[config.mk]
export PLATFORM = sky130hd
export DESIGN_NAME = cacheline_mem_arbiter
export DESIGN_NICKNAME = d
export VERILOG_FILES = /design/src/rtl/cacheline_mem_arbiter_pkg.sv /design/src/rtl/cacheline_mem_arbiter_rr_pick2.sv /design/src/rtl/cacheline_mem_arbiter.sv
export SDC_FILE = /design/constraint.sdc
export NUM_CORES = 1
export LEC_CHECK = 0
export ABC_AREA = 1
export CAP_MARGIN = 15
export CORE_AREA = 2 2 550 552
export DETAILED_ROUTE_END_ITERATION = 7
export DIE_AREA = 0 0 552 554
export PLACE_DENSITY = 0.36
export SLEW_MARGIN = 30
export SYNTH_ARGS = -nofsm -noshare
export SYNTH_HDL_FRONTEND = slang
export SYNTH_HIERARCHICAL = 1
export SYNTH_SLANG_ARGS = --single-unit
[constraint.sdc]
create_clock -name clk -period 2.1 [get_ports clk]
set_input_delay 0.21 -clock clk [delete_from_list [all_inputs] [get_ports clk]]
set_output_delay 0.21 -clock clk [all_outputs]
set_load 0.02 [all_outputs]
[src/rtl/cacheline_mem_arbiter_pkg.sv]
// Shared types for the cacheline memory arbiter: FSM states, grant sides and the line type.
package cacheline_mem_arbiter_pkg;

   typedef logic [255:0] rv32i_line;

   typedef enum logic [2:0] {
      ARB_IDLE,
      ARB_GRANT_I,
      ARB_GRANT_D,
      ARB_RESP_I,
      ARB_RESP_D
   } arb_state_t;

   typedef enum logic {
      ARB_SIDE_I,
      ARB_SIDE_D
   } arb_side_t;

endpackage

[src/rtl/cacheline_mem_arbiter_rr_pick2.sv]
// Two-way round-robin chooser: a lone requester wins, a tie goes to the side not served last.
module cacheline_mem_arbiter_rr_pick2 (
   input  logic ireq_i,
   input  logic dreq_i,
   input  logic last_d_i,
   output logic pick_d_o
);

   assign pick_d_o = (ireq_i && dreq_i) ? !last_d_i : dreq_i;

endmodule

[src/rtl/cacheline_mem_arbiter.sv]
// Shares one physical-memory port between I-cache and D-cache line misses, one transaction at a time.
module cacheline_mem_arbiter
   import cacheline_mem_arbiter_pkg::*;
#(
   parameter int LINE_W = 256,
   parameter int ADDR_W = 32,
   parameter int CNT_W  = 16
) (
   input  logic              clk,
   input  logic              rst_n,
   input  logic              i_read,
   input  logic [ADDR_W-1:0] i_addr,
   output logic [LINE_W-1:0] i_rdata,
   output logic              i_resp,
   input  logic              d_read,
   input  logic              d_write,
   input  logic [ADDR_W-1:0] d_addr,
   input  logic [LINE_W-1:0] d_wdata,
   output logic [LINE_W-1:0] d_rdata,
   output logic              d_resp,
   output logic              pmem_read,
   output logic              pmem_write,
   output logic [ADDR_W-1:0] pmem_addr,
   output logic [LINE_W-1:0] pmem_wdata,
   input  logic [LINE_W-1:0] pmem_rdata,
   input  logic              pmem_resp,
   output logic [CNT_W-1:0]  i_grant_cnt,
   output logic [CNT_W-1:0]  d_grant_cnt
);

   arb_state_t        state_q, state_d;
   arb_side_t         last_q, last_d;
   logic [ADDR_W-1:0] addr_q, addr_d;
   logic [LINE_W-1:0] wdata_q, wdata_d;
   logic [LINE_W-1:0] i_line_q, i_line_d;
   logic [LINE_W-1:0] d_line_q, d_line_d;
   logic              wr_q, wr_d;
   logic [CNT_W-1:0]  i_cnt_q, i_cnt_d;
   logic [CNT_W-1:0]  d_cnt_q, d_cnt_d;
   logic              d_req;
   logic              pick_d;

   function automatic logic [CNT_W-1:0] sat_inc(input logic [CNT_W-1:0] c);
      return (&c) ? c : c + {{(CNT_W-1){1'b0}}, 1'b1};
   endfunction

   assign d_req = d_read | d_write;

   cacheline_mem_arbiter_rr_pick2 u_pick (
      .ireq_i   (i_read),
      .dreq_i   (d_req),
      .last_d_i (last_q == ARB_SIDE_D),
      .pick_d_o (pick_d)
   );

   always_comb begin
      state_d  = state_q;
      last_d   = last_q;
      addr_d   = addr_q;
      wdata_d  = wdata_q;
      wr_d     = wr_q;
      i_line_d = i_line_q;
      d_line_d = d_line_q;
      i_cnt_d  = i_cnt_q;
      d_cnt_d  = d_cnt_q;
      case (state_q)
         ARB_IDLE: begin
            if (i_read || d_req) begin
               if (pick_d) begin
                  state_d = ARB_GRANT_D;
                  last_d  = ARB_SIDE_D;
                  addr_d  = d_addr;
                  wdata_d = d_wdata;
                  wr_d    = d_write;   // read+write together resolves to a writeback
                  d_cnt_d = sat_inc(d_cnt_q);
               end else begin
                  state_d = ARB_GRANT_I;
                  last_d  = ARB_SIDE_I;
                  addr_d  = i_addr;
                  wr_d    = 1'b0;
                  i_cnt_d = sat_inc(i_cnt_q);
               end
            end
         end
         ARB_GRANT_I: begin
            if (pmem_resp) begin
               i_line_d = pmem_rdata;
               state_d  = ARB_RESP_I;
            end
         end
         ARB_GRANT_D: begin
            if (pmem_resp) begin
               d_line_d = pmem_rdata;
               state_d  = ARB_RESP_D;
            end
         end
         default: state_d = ARB_IDLE;
      endcase
   end

   always_ff @(posedge clk or negedge rst_n) begin
      if (!rst_n) begin
         state_q  <= ARB_IDLE;
         last_q   <= ARB_SIDE_I;
         addr_q   <= '0;
         wdata_q  <= '0;
         wr_q     <= 1'b0;
         i_line_q <= '0;
         d_line_q <= '0;
         i_cnt_q  <= '0;
         d_cnt_q  <= '0;
      end else begin
         state_q  <= state_d;
         last_q   <= last_d;
         addr_q   <= addr_d;
         wdata_q  <= wdata_d;
         wr_q     <= wr_d;
         i_line_q <= i_line_d;
         d_line_q <= d_line_d;
         i_cnt_q  <= i_cnt_d;
         d_cnt_q  <= d_cnt_d;
      end
   end

   // Memory strobes decode straight from the state register so an async reset drops them at once.
   assign pmem_read   = (state_q == ARB_GRANT_I) || ((state_q == ARB_GRANT_D) && !wr_q);
   assign pmem_write  = (state_q == ARB_GRANT_D) && wr_q;
   assign pmem_addr   = addr_q;
   assign pmem_wdata  = wdata_q;
   assign i_rdata     = i_line_q;
   assign d_rdata     = d_line_q;
   assign i_resp      = (state_q == ARB_RESP_I);
   assign d_resp      = (state_q == ARB_RESP_D);
   assign i_grant_cnt = i_cnt_q;
   assign d_grant_cnt = d_cnt_q;

   always @(posedge clk) begin
      if (rst_n && (state_q == ARB_IDLE)) begin
         assert (!(d_read && d_write))
            else $warning("d_read and d_write both set; issuing writeback");
      end
   end

endmodule

# --- Word-level counts from Yosys, hierarchy flattened ---
# Cells that the tools add are included.
word_totals:
  reg_bits: 837
  output_inout_bits: 836
classes:
  reduce_logical: 17
  muxes: 9
  n_addsub: 2
  bitwise_logic: 4
  n_eq_ne: 7
ops:
  columns: ["op", "count"]
  rows:
  - ["$add 16x1->16 const B", 2]
  - ["$mux 32", 1]
  - ["$reduce_and 16->1", 2]
  - ["$mux 3", 3]
  - ["$pmux 3 s3", 1]
  - ["$reduce_and 4->1", 2]
  - ["$eq 3x2->1 const B", 2]
  - ["$ne 2x2->1 const B", 3]
  - ["$reduce_and 2->1", 3]
  - ["$reduce_and 3->1", 2]
  - ["$eq 3x1->1 const B", 1]
  - ["$eq 3x3->1 const B", 1]
  - ["$logic_and 1x1->1", 3]
  - ["$logic_not 3->1", 1]
  - ["$mux 1", 3]
  - ["$not 1->1", 3]
  - ["$logic_not 1->1", 2]
  - ["$logic_or 1x1->1", 2]
  - ["$mux 2", 1]
  - ["$or 1x1->1", 1]

# --- Logic depth before layout (Yosys ltp) ---
logic_depth:
  depth_word: 6
  mapped_depth: 11
  mapped_depth_nobuf: 10

# --- Cells and area by module ---
# Netlist, hierarchy kept.
by_module_without_submodules:
  columns: ["module", "area_per_inst_um2", "n_inst", "cells_each"]
  rows:
  - ["cacheline_mem_arbiter", 32184.6, 1, 3493]
  - ["cacheline_mem_arbiter_rr_pick2", 12.5, 1, 2]

# --- Worst setup path after synthesis ---
# OpenSTA, ideal clock, no wires.
synth_path:
  path_type: "register to register"
  start: "register i_cnt_q[0] (netlist: i_grant_cnt[0])"
  end: "register i_cnt_q[11] (netlist: i_grant_cnt[11])"
  setup_time_ps: 117
  path_slack_ps: 443
  stages_incl_launch_ff: 11
  n_path_buf: 1
  period_less_slack_ps: 1657
  t_arrival_ps: 1540
  path_cell_list: "dfrtp_1 -> ha_1 -> inv_2 -> nor2_4 -> nand2_4 -> nor2_8 -> nor2_4 -> nand2_4 -> buf_6 -> nand2_1 -> nand2_1"
synth_between:
  elab_chain_len: 3
  elab_cells_between_ends: 4
synth_lines:
  columns: ["item", "line_no", "text"]
  rows:
  - ["from (decl)", "cacheline_mem_arbiter.sv:38", "logic [CNT_W-1:0] i_cnt_q, i_cnt_d;"]
  - ["from (signal assigned)", "cacheline_mem_arbiter.sv:120", "i_cnt_q <= i_cnt_d;"]
  - ["parallel branches: the longest is 3 deep, another holds $add 16x1->16", null, null]
# Parallel ways; which one is timed is not known.
# A chain may end at the register's enable or synchronous reset.

# --- Worst setup path in the final report ---
layout_path:
  start: "register state_q[2]"
  end: "output port pmem_read"
layout_between:
  elab_chain_len: 3
  elab_cells_between_ends: 4
layout_lines:
  columns: ["item", "line_no", "text"]
  rows:
  - ["from (decl)", "cacheline_mem_arbiter.sv:31", "arb_state_t state_q, state_d;"]
  - ["from (signal assigned)", "cacheline_mem_arbiter.sv:113", "state_q <= state_d;"]
  - ["$eq 3x2->1", "cacheline_mem_arbiter.sv:126", "assign pmem_read = (state_q == ARB_GRANT_I) || ((state_q == ARB_GRANT_D) && !wr_q);"]
  - ["$logic_and 1x1->1", "cacheline_mem_arbiter.sv:126", null]
  - ["$logic_or 1x1->1 *", "cacheline_mem_arbiter.sv:126", null]
  - ["to (decl)", "cacheline_mem_arbiter.sv:21", "output logic pmem_read,"]
# Mark *: on every way between the ends. The rest lies on a longest branch, timed or not.

==> metrics.csv <==
metric,value,unit
maximum clock path buffer count,4,
Rel. slew slack,55.8,%
share of the yosys chip area belonging to registers,65.1,%
Initial DRT Pass Iterations,5,
cell area after synthesis,32200,um^2
vias per cell,3.36,
Final ANT Viol Nets,0,
first-pass GRT wire length,307,mm
VDD IR max,0.000731,V
DRT iter0 DRCs,1929,
crit path max fanout,5,
gr ovfl total,0,
final setup vio count,0,
Fin Setup TNS,0,ns
# DRC,0,
Crit. End Element,output port,
Cell variety after synth,31,
syn_nets,4079,
Critical Path Source Type,flop,
post-DP HPWL,190,mm
Max-Cap Viols,0,
CTS tree,built,
nets,6072,
Finished Cell Area,60400,um^2
initial antenna violation count,79,
Total Wirelength,229,mm
CTS H-tree lvls,3,
Worst EP arrival,1.85,ns
total CTS buffers,114,
critical path class,reg2out,
worst clock skew,0.0404,ns
Overall Global Routing Usage,14.6,%
worst-margin pin slew,0.664,ns
row count,201,
Period minus WS final,2.06,ns
status,completed,
Filler cells,33300,
Die Wd,552,um
RSZ-0062 raised after global routing,yes,
Yosys Warn Count,6,
IO Port Bufs,1417,
DP Cell Count,8822,
vias in the first global route,33800,
core box area,299000,um^2
Hold Worst Slack,0.0718,ns
share of cells above drive strength 1,8.28,%
Synth Instances,3495,
leak pwr,29.3,nW
GP Congestion,0.919,
Post-DP Area,52000,um^2
clk slew on worst S/H paths,0.06,ns
Final Hold Vio Count,0,
routed len/inst,24.0,um
clock root cell,clkbuf_16,
power density over cell area,1530,nW/um^2
"Cell Count, Final, Fillers Out",9554,
fmax,0.486,GHz
"Area growth, synth to finish",87.5,%
Hold/Removal Path Class,in2reg,
die span in y,554,um
Syn Area/Cell,9.21,um^2
initial core utilization,10.8,%
period utilisation layout,97.9,%
Yosys reg bits,837,
Clock Latency Late Sink,0.85,ns
I/O pins,1418,
largest net degree at the start of global routing,101,
DR vias,32100,
WP data required,1.89,ns
Final Max Slew Viols,0,
Die Area,306000,um^2
Clock Sinks,837,
-- cell families (layout without fill, tap and decap cells) --
group	count (synthesis)	count (layout)	share of synthesized area (%)
AOI/OAI and AO/OA	560	560	8.84
buffers and inverters	479	2565	6.27
DFF	837	837	65.1
other	0	15	0
adders and majority gates	2	2	0.0777
xor gates and xnor gates	15	15	0.408
and+or+nand+nor	1602	1602	19.3
-- Yosys cell counts (all sizes together) --
cell    instances  area share (%)
nor2           73             1.1
nand2        1484              17
buf           165             2.6
nand3b          4            0.10
xor2            5            0.14
a21oi           2           0.043
inv           294             3.4
o21ai         525             8.2
o22ai           1           0.019
clkbuf         20            0.23
nor3            3           0.082
nand4          10            0.19
dfrtp         837              65
ha              2           0.078
nand3          28            0.47
xnor2          10            0.27
a31oi          32            0.62
-- layout by cell type, fill, tap and decap left out, types with 26 or more instances in the layout --
| master | n |
|---|---|
| buf_4 | 133 |
| nand2_1 | 1475 |
| dlygate4sd3_1 | 502 |
| a31oi_1 | 32 |
| dfrtp_1 | 835 |
| clkdlybuf4s50_1 | 664 |
| buf_12 | 56 |
| clkbuf_16 | 115 |
| o21ai_1 | 405 |
| inv_1 | 282 |
| o21ai_0 | 119 |
| nor2_1 | 60 |
| clkinv_2 | 26 |
| dlygate4sd2_1 | 630 |
-- metrics by stage --
stage	power (mW)	setup WS [ns]	util (%)
5_1_grt	98.7	-0.0835	20.2
3_3_place_gp	75.8	-0.209	17.4
2_1_floorplan	46.6	0.443	-
6_report	92.5	0.0441	20.2
3_5_place_dp	75.8	-0.232	17.4
4_1_cts	94.5	-0.126	20.1
-- layer usage --
| metal | vias to the layer above | track usage (%) | share of wire [%] |
|---|---|---|---|
| met2 | 1375 | 22.1 | 43 |
| met3 | 267 | 8.62 | 14 |
| li1 | 14900 | - | - |
| met1 | 15500 | 17.5 | 41 |
| met5 | - | 0 | 0.079 |
| met4 | 28 | 3.33 | 2.4 |
-- sequential cells by signal (all words and copies together) (netlist names) --
register,flops
wr_q,1
i_grant_cnt,16
pmem_addr,32
last_q,1
d_rdata,256
d_grant_cnt,16
i_rdata,256
pmem_wdata,256
state_q,3
-- cell type report --
cell class / count / area, um^2 / share of cell area [%]
clock buffer: 153 / 3210 / 5.32
clock inverter: 56 / 728 / 1.21
tap: 3958 / 4950 / 8.20
antenna: 15 / 37.5 / 0.0622
inverter: 294 / 1120 / 1.85
timing repair buffer: 2062 / 20100 / 33.3
multi-input combinational: 2179 / 9300 / 15.4
sequential: 837 / 20900 / 34.7
-- where the power goes --
part	leakage (nW)	switching [mW]	internal, mW	total, mW
Clock	1.94	8.34	12.4	20.8
Sequential	10.5	4.86	23.5	28.4
Combinational	16.9	28.5	14.8	43.3
Total	29.3	41.7	50.8	92.5
-- critical path, cell delays in order, from the launching register on --
cell,delay (ns)
dfrtp_1,0.42
inv_4,0.12
nand3_4,0.11
o21ai_2,0.14
buf_6,0.13
buf_6,0.11
-- worst paths after layout --
check,from,endpoint,slack [ns],cells after the start
max in group asynchronous,rst_n,pmem_wdata[241]$_DFFE_PN0P_,1.30,3
worst max register to register,state_q[1]$_DFFE_PN0P_,pmem_addr[17]$_DFFE_PN0P_,0.09,9
min in group asynchronous,rst_n,pmem_wdata[157]$_DFFE_PN0P_,0.11,3
worst min register to register,pmem_wdata[97]$_DFFE_PN0P_,pmem_wdata[97]$_DFFE_PN0P_,0.46,2
worst min-delay path,d_wdata[214],pmem_wdata[214]$_DFFE_PN0P_,0.07,3
worst max-delay path,state_q[2]$_DFFE_PN0P_,pmem_read,0.04,5
-- what timing repair did --
| item | CTS | global route |
|---|---|---|
| endpoints found under the setup margin | 683 | 60 |
| buffers inserted | 2 | 2 |
| pin swaps | 1 | 1 |
| gates cloned | 0 | 1 |
| endpoints found under the hold margin | 1493 | 0 |
| hold buffers | 503 | 0 |
| gates resized for setup | 743 | 71 |
Power figures use the tool's default switching activity.
